**src/rtl/spi_program_loader_if.sv**
```systemverilog
// Bus bundle between the SPI program loader and its surroundings:
// the 3-wire SPI link from the host, the CPU programming port
// and the loader status flags.
interface spi_program_loader_if;
    logic       spi_sclk;
    logic       spi_mosi;
    logic       spi_cs_n;
    logic       cpu_ready;
    logic       cpu_done_load;
    logic [7:0] prog_data;
    logic       prog_valid;
    logic       programming;
    logic       busy;
    logic       overflow;
    logic       err;

    // Loader side: receives SPI and the CPU handshake, drives the program port.
    modport slave (
        input  spi_sclk, spi_mosi, spi_cs_n, cpu_ready, cpu_done_load,
        output prog_data, prog_valid, programming, busy, overflow, err
    );

    // Host/CPU side of the same bundle.
    modport master (
        output spi_sclk, spi_mosi, spi_cs_n, cpu_ready, cpu_done_load,
        input  prog_data, prog_valid, programming, busy, overflow, err
    );
endinterface

```
**src/rtl/spi_program_loader.sv**
```systemverilog
// SPI program loader: SPI mode-0 slave receiver, small byte FIFO and a
// session FSM that feeds the CPU programming port and waits for done-load.
// Optional build macro LOADER_CHECKSUM_EN: the host appends a modulo-256
// checksum byte after the image; a mismatch sets the sticky err flag.
module spi_program_loader #(
    parameter int PROG_BYTES = 16,
    parameter int FIFO_DEPTH = 4
) (
    input  logic                 clk,
    input  logic                 rst_n,
    spi_program_loader_if.slave  bus
);
    localparam int AW = $clog2(FIFO_DEPTH);
    localparam int FW = AW + 1;
    localparam int CW = $clog2(PROG_BYTES + 1);
    localparam logic [CW-1:0] LAST    = CW'(PROG_BYTES - 1);
    localparam logic [CW-1:0] RX_FULL = CW'(PROG_BYTES);

    typedef enum logic [1:0] {S_IDLE, S_LOAD, S_WAIT, S_DONE} state_t;

    state_t        state_q;
    logic [2:0]    sclk_q;
    logic [1:0]    mosi_q;
    logic [2:0]    csn_q;
    logic [2:0]    bit_q;
    logic [7:0]    shift_q;
    logic [7:0]    mem_q [FIFO_DEPTH];
    logic [AW-1:0] wr_q, rd_q;
    logic [FW-1:0] fcnt_q;
    logic [CW-1:0] bcnt_q, rx_q;
    logic          prog_q, busy_q, ovf_q, err_q;

    logic          sclk_rise, cs_low, cs_fall, byte_done;
    logic [7:0]    byte_val, head;
    logic          in_load, empty, full, valid, pop, push_req, push, ovf_hit;
    logic          start, load_done;
`ifdef LOADER_CHECKSUM_EN
    logic [7:0]    sum_q, ck_q, sum_d, ck_val;
    logic          ck_got_q, ck_cap;
`endif

    // Two-flop synchronizers on all SPI pins, third flop on sclk/cs_n for edges.
    always_ff @(posedge clk or negedge rst_n) begin
        if (!rst_n) begin
            sclk_q <= 3'b000;
            mosi_q <= 2'b00;
            csn_q  <= 3'b111;
        end else begin
            sclk_q <= {sclk_q[1:0], bus.spi_sclk};
            mosi_q <= {mosi_q[0], bus.spi_mosi};
            csn_q  <= {csn_q[1:0], bus.spi_cs_n};
        end
    end

    assign sclk_rise = sclk_q[1] & ~sclk_q[2];
    assign cs_low    = ~csn_q[1];
    assign cs_fall   = csn_q[2] & ~csn_q[1];
    assign byte_done = cs_low & sclk_rise & (bit_q == 3'd7);
    assign byte_val  = {shift_q[6:0], mosi_q[1]};
    assign head      = mem_q[rd_q];

    // Bit counter: advances per sclk rise while selected, cleared when deselected.
    always_ff @(posedge clk or negedge rst_n) begin
        if (!rst_n)                bit_q <= 3'd0;
        else if (!cs_low)          bit_q <= 3'd0;
        else if (sclk_rise)        bit_q <= bit_q + 3'd1;
    end

    // Data path: shift register and FIFO storage carry no reset.
    always_ff @(posedge clk) begin
        if (cs_low && sclk_rise) shift_q <= byte_val;
        if (push)                mem_q[wr_q] <= byte_val;
    end

    // Handshake decode and session-completion condition.
    always_comb begin
        in_load  = (state_q == S_LOAD);
        empty    = (fcnt_q == '0);
        full     = (fcnt_q == FW'(FIFO_DEPTH));
        valid    = in_load && !empty;
        pop      = valid && bus.cpu_ready;
        push_req = byte_done && in_load && (rx_q != RX_FULL);
        push     = push_req && (!full || pop);
        ovf_hit  = push_req && full && !pop;
        start    = cs_fall && (state_q == S_IDLE || state_q == S_DONE);
`ifdef LOADER_CHECKSUM_EN
        ck_cap    = byte_done && in_load && (rx_q == RX_FULL) && !ck_got_q;
        sum_d     = sum_q + (pop ? head : 8'h00);
        ck_val    = ck_got_q ? ck_q : byte_val;
        load_done = ((bcnt_q == RX_FULL) || (pop && bcnt_q == LAST)) &&
                    (ck_got_q || ck_cap);
`else
        load_done = pop && (bcnt_q == LAST);
`endif
    end

    // Session FSM with FIFO pointers, counters and registered status outputs.
    always_ff @(posedge clk or negedge rst_n) begin
        if (!rst_n) begin
            state_q <= S_IDLE;
            wr_q    <= '0;
            rd_q    <= '0;
            fcnt_q  <= '0;
            bcnt_q  <= '0;
            rx_q    <= '0;
            prog_q  <= 1'b0;
            busy_q  <= 1'b0;
            ovf_q   <= 1'b0;
            err_q   <= 1'b0;
`ifdef LOADER_CHECKSUM_EN
            sum_q    <= 8'h00;
            ck_q     <= 8'h00;
            ck_got_q <= 1'b0;
`endif
        end else if (start) begin
            state_q <= S_LOAD;
            wr_q    <= '0;
            rd_q    <= '0;
            fcnt_q  <= '0;
            bcnt_q  <= '0;
            rx_q    <= '0;
            prog_q  <= 1'b1;
            busy_q  <= 1'b1;
            ovf_q   <= 1'b0;
            err_q   <= 1'b0;
`ifdef LOADER_CHECKSUM_EN
            sum_q    <= 8'h00;
            ck_got_q <= 1'b0;
`endif
        end else begin
            if (push) begin
                wr_q <= wr_q + AW'(1);
                rx_q <= rx_q + CW'(1);
            end
            if (pop) begin
                rd_q   <= rd_q + AW'(1);
                bcnt_q <= bcnt_q + CW'(1);
            end
            if (push && !pop)      fcnt_q <= fcnt_q + FW'(1);
            else if (pop && !push) fcnt_q <= fcnt_q - FW'(1);
            if (ovf_hit)           ovf_q  <= 1'b1;
`ifdef LOADER_CHECKSUM_EN
            sum_q <= sum_d;
            if (ck_cap) begin
                ck_q     <= byte_val;
                ck_got_q <= 1'b1;
            end
`endif
            case (state_q)
                S_LOAD: if (load_done) begin
                    state_q <= S_WAIT;
`ifdef LOADER_CHECKSUM_EN
                    err_q   <= (ck_val != sum_d);
`endif
                end
                S_WAIT: if (bus.cpu_done_load) begin
                    state_q <= S_DONE;
                    prog_q  <= 1'b0;
                    busy_q  <= 1'b0;
                end
                default: ;
            endcase
        end
    end

    assign bus.prog_valid  = valid;
    assign bus.prog_data   = valid ? head : 8'h00;
    assign bus.programming = prog_q;
    assign bus.busy        = busy_q;
    assign bus.overflow    = ovf_q;
    assign bus.err         = err_q;
endmodule

```
**src/flat_wrapper.sv**
```systemverilog
// flat-port wrapper written by rule: the top's interface ports become plain ports
module spi_program_loader_flat 
#(
    parameter int PROG_BYTES = 16,
    parameter int FIFO_DEPTH = 4
)
  (clk, rst_n, bus_spi_sclk, bus_spi_mosi, bus_spi_cs_n, bus_cpu_ready, bus_cpu_done_load, bus_prog_data, bus_prog_valid, bus_programming, bus_busy, bus_overflow, bus_err);
  spi_program_loader_if bus_i ();
  input  logic clk;
  input  logic rst_n;
  input wire logic [$bits(bus_i.spi_sclk)-1:0] bus_spi_sclk;
  input wire logic [$bits(bus_i.spi_mosi)-1:0] bus_spi_mosi;
  input wire logic [$bits(bus_i.spi_cs_n)-1:0] bus_spi_cs_n;
  input wire logic [$bits(bus_i.cpu_ready)-1:0] bus_cpu_ready;
  input wire logic [$bits(bus_i.cpu_done_load)-1:0] bus_cpu_done_load;
  output wire logic [$bits(bus_i.prog_data)-1:0] bus_prog_data;
  output wire logic [$bits(bus_i.prog_valid)-1:0] bus_prog_valid;
  output wire logic [$bits(bus_i.programming)-1:0] bus_programming;
  output wire logic [$bits(bus_i.busy)-1:0] bus_busy;
  output wire logic [$bits(bus_i.overflow)-1:0] bus_overflow;
  output wire logic [$bits(bus_i.err)-1:0] bus_err;
  assign bus_i.spi_sclk = bus_spi_sclk;
  assign bus_i.spi_mosi = bus_spi_mosi;
  assign bus_i.spi_cs_n = bus_spi_cs_n;
  assign bus_i.cpu_ready = bus_cpu_ready;
  assign bus_i.cpu_done_load = bus_cpu_done_load;
  assign bus_prog_data = bus_i.prog_data;
  assign bus_prog_valid = bus_i.prog_valid;
  assign bus_programming = bus_i.programming;
  assign bus_busy = bus_i.busy;
  assign bus_overflow = bus_i.overflow;
  assign bus_err = bus_i.err;
  spi_program_loader #(.PROG_BYTES(PROG_BYTES), .FIFO_DEPTH(FIFO_DEPTH)) u_core (.clk(clk), .rst_n(rst_n), .bus(bus_i));
endmodule
```
**config.mk**
```make
export PLATFORM = sky130hd
export DESIGN_NAME = spi_program_loader_flat
export DESIGN_NICKNAME = d
export VERILOG_FILES = /design/src/rtl/spi_program_loader_if.sv /design/src/rtl/spi_program_loader.sv /design/src/flat_wrapper.sv
export SDC_FILE = /design/constraint.sdc
export NUM_CORES = 1
export LEC_CHECK = 0
export CORE_UTILIZATION = 62
export DETAILED_ROUTE_END_ITERATION = 8
export GPL_TIMING_DRIVEN = 0
export PLACE_DENSITY = 0.83
export SLEW_MARGIN = 5
export SYNTH_ARGS = -nofsm -noshare
export SYNTH_HDL_FRONTEND = slang
export SYNTH_SLANG_ARGS = --single-unit
```
**constraint.sdc**
```tcl
create_clock -name clk -period 8 [get_ports clk]
set_clock_uncertainty 0.15 [all_clocks]
set_input_delay 1.2 -clock clk [delete_from_list [all_inputs] [get_ports clk]]
set_output_delay 1.2 -clock clk [all_outputs]
set_load 0.05 [all_outputs]
```
======== Word-level counts from Yosys, hierarchy flattened ========
Memories as Yosys holds them, arrays and structs flattened.
Cells that the tools add are included.
word-level totals
  latch bits .............................. 0
  word-level logic and storage cells ...... 91
  memory bits (writable) .................. 32
  memory bits (read-only) ................. 0
  register bits after elaboration ......... 39
  input port bits ......................... 7
  output and inout port bits .............. 13
  memories kept ........................... 1
memory list
  memory        depth  bits a word  read ports  clocked after memory_dff  write ports  RTL line                  RTL
  u_core.mem_q  4      8            1           0                         1            spi_program_loader.sv:27  logic [7:0] mem_q [FIFO_DEPTH];
cells by class
  add/sub/neg operators ................... 7
  magnitude comparators ................... 0
  equal/unequal tests ..................... 9
  multipliers ............................. 0
  bitwise logic cells ..................... 6
  multiplexer cells ....................... 25
  reduce and logical (&&, ||, !) cells .... 30
  divide/modulo/power cells ............... 0
  shifts and indexed selects .............. 0
operators by type and width
  operator                                                               count
  5-bit 2-to-1 mux                                                       4
  3-bit 2-to-1 mux                                                       5
  2-bit 2-to-1 mux                                                       7
  1-bit logical AND                                                      12
  2-bit nonzero test                                                     6
  5-bit by 1-bit adder with 5-bit output, second input constant          2
  8-bit 2-to-1 mux                                                       1
  1-bit 2-to-1 mux                                                       7
  3-bit by 1-bit adder with 3-bit output, second input constant          2
  3-bit equality test, second input constant                             2
  3-bit nonzero test                                                     2
  5-bit by 4-bit equality test with 1-bit output, second input constant  1
  5-bit != test, second input constant                                   1
  2-bit by 1-bit adder with 2-bit output, second input constant          2
  1-bit bitwise AND                                                      4
  2-bit equality test, second input constant                             2
  1-bit zero test                                                        4
  2-bit one-hot mux with 2 select lines                                  1
  3-bit zero test                                                        1
  3-bit by 2-bit != test with 1-bit output, second input constant        1
  3-bit != test, second input constant                                   1
  3-bit AND reduction                                                    1
  3-bit by 1-bit subtractor with 3-bit output, second input constant     1
  2-bit by 1-bit equality test with 1-bit output, second input constant  1
  other kinds (4)                                                        6

======== Logic depth before layout (Yosys ltp) ========
  depth in word-level cells ............... 12
  depth in mapped cells ................... 10
  mapped depth without buffers ............ 10

======== Least setup slack after synthesis ========
Ideal clock, no wire load.
  kind .................................... reg-to-output
  start point ............................. reg u_core.state_q[1]
  end point ............................... out bus_prog_data[0]
  setup slack ............................. 4.566 ns
  buffers on the path ..................... 0
  data required time ...................... 6.650 ns
  arrival time ............................ 2.084 ns
  stages on the path, launching flop included .. 6
  cell sequence ........................... dfrtp_1 -> inv_1 -> ha_1 -> inv_1 -> nor2_1 -> and2_1
between the ends
  longest elaborated chain between the ends .. 3
RTL lines
  item                                            RTL line                   RTL
  from (decl)                                     spi_program_loader.sv:21   state_t state_q;
  from (signal assigned)                          spi_program_loader.sv:100  state_q <= S_IDLE;
  from (signal assigned)                          spi_program_loader.sv:116  state_q <= S_LOAD;
  from (signal assigned)                          spi_program_loader.sv:151  state_q <= S_WAIT;
  2-bit by 1-bit equality test with 1-bit output  spi_program_loader.sv:77   in_load = (state_q == S_LOAD);
  1-bit logical AND                               spi_program_loader.sv:80   valid = in_load && !empty;
  net bus_prog_valid                              flat_wrapper.sv:17         output wire logic [$bits(bus_i.prog_valid)-1:0] bus_prog_valid;
  8-bit 2-to-1 mux                                spi_program_loader.sv:167  assign bus.prog_data = valid ? head : 8'h00;
  to (decl)                                       flat_wrapper.sv:16         output wire logic [$bits(bus_i.prog_data)-1:0] bus_prog_data;
The timed path passes the listed nets, and every way through them passes these cells.

======== Worst setup path in the final report ========
  start point ............................. reg u_core.state_q[1]
  end point ............................... out bus_prog_data[0]
between the ends
  longest elaborated chain between the ends .. 3
RTL lines
  item                                            RTL line
  2-bit by 1-bit equality test with 1-bit output  spi_program_loader.sv:77
  1-bit logical AND                               spi_program_loader.sv:80
  8-bit 2-to-1 mux                                spi_program_loader.sv:167
Every way passes these cells.

==> run_results.csv <==
group,metric,value,unit
outcome,status,"completed",
setup_path,r2r-start,"u_core.state_q[0]",
detailed_routing,via_per_inst,5.48,
placement,place_area,3300,um^2
synthesis,avgSynthCellArea,14.4,um^2
sta,max_freq,249,MHz
detailed_routing,drc,0,
hold_path,worstHoldEndpoint,"u_core.sclk_q[1]",
setup_path,crit_required,6.65,ns
placement,place_inst,296,
synthesis,synth_top_cell_by_area,"edfxtp_1",
layout,syn2layout_area_growth,15.4,%
detailed_routing,postRouteAntennaNets,0,
synthesis,synth_flop_cell,"edfxtp_1",
setup_path,setup.worst_path.class,"reg -> out",
synthesis,post-synth-top-count-cell,"edfxtp_1",
grt,grt_antenna_before_repair,0,
setup_path,start_kind,"flip-flop",
floorplanning,fp.dieH,72,um
placement,port_buffers,18,
setup_path,crit_fanout,9,
hold_path,min_path_cells,0,
pwr,p_switching,0.000305,W
setup_path,rrSetupSlack,5.08,ns
detailed_routing,drtIter0Drc,115,
synthesis,synthTopCellsByArea,"edfxtp_1, dfrtp_1, mux4_2, ha_1, dfstp_2",
floorplanning,rows,25,
cts,cts_tree,"built",
layout,final_nets,261,
grt,grt_pass1_vias,1597,
layout,antenna_cells,0,
cts,cts_setup_buffers,0,
floorplanning,dieArea,5180,um^2
floorplanning,die_width,72,um
layout,fillers,298,
layout,final_cells,311,
cts,cts_sinks,71,
grt,grt_pass1_wl,7750,um
detailed_routing,detail_route.wl_per_cell,15.2,um
cts,clock_latency,0.34,ns
hold_path,min-delay-start,"u_core.sclk_q[0]",
pwr,p_int,0.000684,W
detailed_routing,vias,1705,
setup_path,rr_endpoint,"u_core.fcnt_q[2]",
synthesis,ys_seq_elements,71,
run,max-cap-violations,0,
sta,fin_crit_sh,0.502,
placement,place_congestion,0.743,
sta,rsz0062_at_grt,"false",
synthesis,synth_top_cell_area_share,0.386,
grt,grt_overflow,0,
synthesis,yosysWarnings,0,
setup_path,end_kind,"output port",
sta,final_hold_viol_count,0,
detailed_routing,totalWireLength,4740,um
floorplanning,coreArea,4720,um^2
cts,ctsHoldBuffers,0,
synthesis,syn_area,3040,um^2
cts,cts_root_buffer,"clkbuf_8",
pwr,combPwrFrac,0.260,
synthesis,synthCells,211,
layout,final_area,3510,um^2
cts,clk_pin_slew,0.07,ns
sta,fin_ws,3.98,ns
sta,finalCriticalPeriod,4.02,ns
detailed_routing,drt-pass1-iter-count,4,
synthesis,synth_top_cells_by_count,"edfxtp_1, dfrtp_1, nor2_1",
sta,report.final.slew_viol_count,0,
setup_path,cp.arrival,2.67,ns
hold_path,hold_path.class,"reg -> reg",
grt,grt_max_degree,33,
pwr,sw_frac_of_total,0.308,
sta,tns,0,ns
synthesis,yosysSeqAreaShare,0.650,
floorplanning,io-pin-count,20,
sta,worst_pin_slew,0.679,ns
placement,dp_slack,4.16,ns
pwr,p_seq_frac,0.436,
placement,detailed_place_hpwl,3220,um
pwr,p_leak,1.38,nW
sta,hold_ws,0.205,ns
pwr,power.density,282,nW/um^2
grt,track_usage,0.208,
synthesis,synth_edf_count,39,
pwr,clkPwrFrac,0.304,
sta,finalSetupViolations,0,
synthesis,syn_nets,232,
sta,slew_headroom,0.547,
floorplanning,initial_core_util,0.643,
setup_path,r2r_cells,9,
synthesis,async_reset_ff_frac,0.451,
cts,htree_levels,3,
layout,drive_gt1_frac,0.168,
synthesis,yosysUniqueCellTypes,41,
pwr,ir_drop,0.000149,V
cts,ctsResizeCount,0,
cts,cts-buffers-inserted,9,
cts,clk_path_buf_depth,2,
flip-flops by register name (all words and copies together) (netlist names):
name	count
u_core.bcnt_q	5
u_core.bit_q	3
u_core.bus.overflow	1
u_core.bus.programming	1
u_core.csn_q	3
u_core.fcnt_q	3
u_core.mem_q	32
u_core.mosi_q	2
u_core.rd_q	2
u_core.rx_q	5
u_core.sclk_q	3
u_core.shift_q	7
u_core.state_q	2
u_core.wr_q	2
worst max-delay path, cell delays in order (launching register included):
cell	delay, ns
dfrtp_1	0.40
inv_1	0.06
ha_1	0.27
inv_1	0.09
nor2_1	0.45
and2_1	0.24
clkdlybuf4s50_1	0.80
cell usage in the layout (no fill, tap or decap), types with 7 or more instances in the layout:
cell,n
nand2_1,11
clkdlybuf4s50_1,17
dfrtp_1,29
inv_1,11
ha_1,13
nor2_1,21
edfxtp_1,39
clkbuf_8,9
a21oi_1,7
mux4_2,8
and2_1,8
layout make-up:
| cell class | count | area (um^2) | area share |
|---|---|---|---|
| flip-flops and latches | 71 | 1980 | 0.563 |
| multi-input cells | 121 | 980 | 0.279 |
| inverters | 11 | 41.3 | 0.0118 |
| clock inverters | 6 | 86.3 | 0.0246 |
| clock buffers | 9 | 124 | 0.0353 |
| repair buffers | 18 | 175 | 0.0499 |
| well taps | 67 | 83.8 | 0.0239 |
| plain buffers | 8 | 41.3 | 0.0118 |
per-layer routing:
metal	wire length (um)	GRT usage	vias to the layer above	share of wire
li1	-	-	813	-
met1	2250	0.297	845	0.47
met2	2240	0.310	37	0.47
met3	150	0.0417	10	0.032
met4	101	0.105	0	0.021
met5	0	0	-	0
worst max path at each step:
| stage | startpoint | endpoint | slack [ns] | cells after the start |
|---|---|---|---|---|
| floorplan | u_core.state_q[1] | bus_prog_data[0] | 4.57 | 5 |
| global placement | bus_cpu_ready | u_core.fcnt_q[2] | 4.19 | 9 |
| detailed placement | bus_cpu_ready | u_core.fcnt_q[2] | 4.16 | 9 |
| CTS | u_core.state_q[1] | bus_prog_data[0] | 3.93 | 6 |
| global route | u_core.state_q[1] | bus_prog_data[0] | 3.80 | 6 |
| finish | u_core.state_q[1] | bus_prog_data[0] | 3.98 | 6 |
power groups by stage:
stage / registers [W] / clock network, W / logic, W
6_report: 0.000431 / 0.000301 / 0.000257
5_1_grt: 0.000434 / 0.000318 / 0.000279
4_1_cts: 0.000431 / 0.000304 / 0.000261
3_5_place_dp: 0.000438 / 0 / 0.000259
3_3_place_gp: 0.000436 / 0 / 0.000255
2_1_floorplan: 0.000432 / 0 / 0.000194
kinds of logic (layout without fill, tap and decap cells):
kind of cell	Yosys count	count (layout)	synth area share
adder cells (fa/ha/maj)	14	14	0.0601
flip-flops	71	71	0.650
multiplexers	11	11	0.0692
other	1	1	0.00123
AO/OA/AOI/OAI	23	23	0.0552
XOR/XNOR	10	10	0.0288
AND/OR/NAND/NOR	62	62	0.108
buffers and inverters	19	52	0.0272
through the flow:
step                       util  total power (W)
final                     0.743         0.000989
after global routing      0.743          0.00103
after CTS                 0.743         0.000996
after detailed placement  0.698         0.000698
after global placement    0.699         0.000692
after floorplan               -         0.000626
Note: power is estimated with default switching activity, not from simulation.
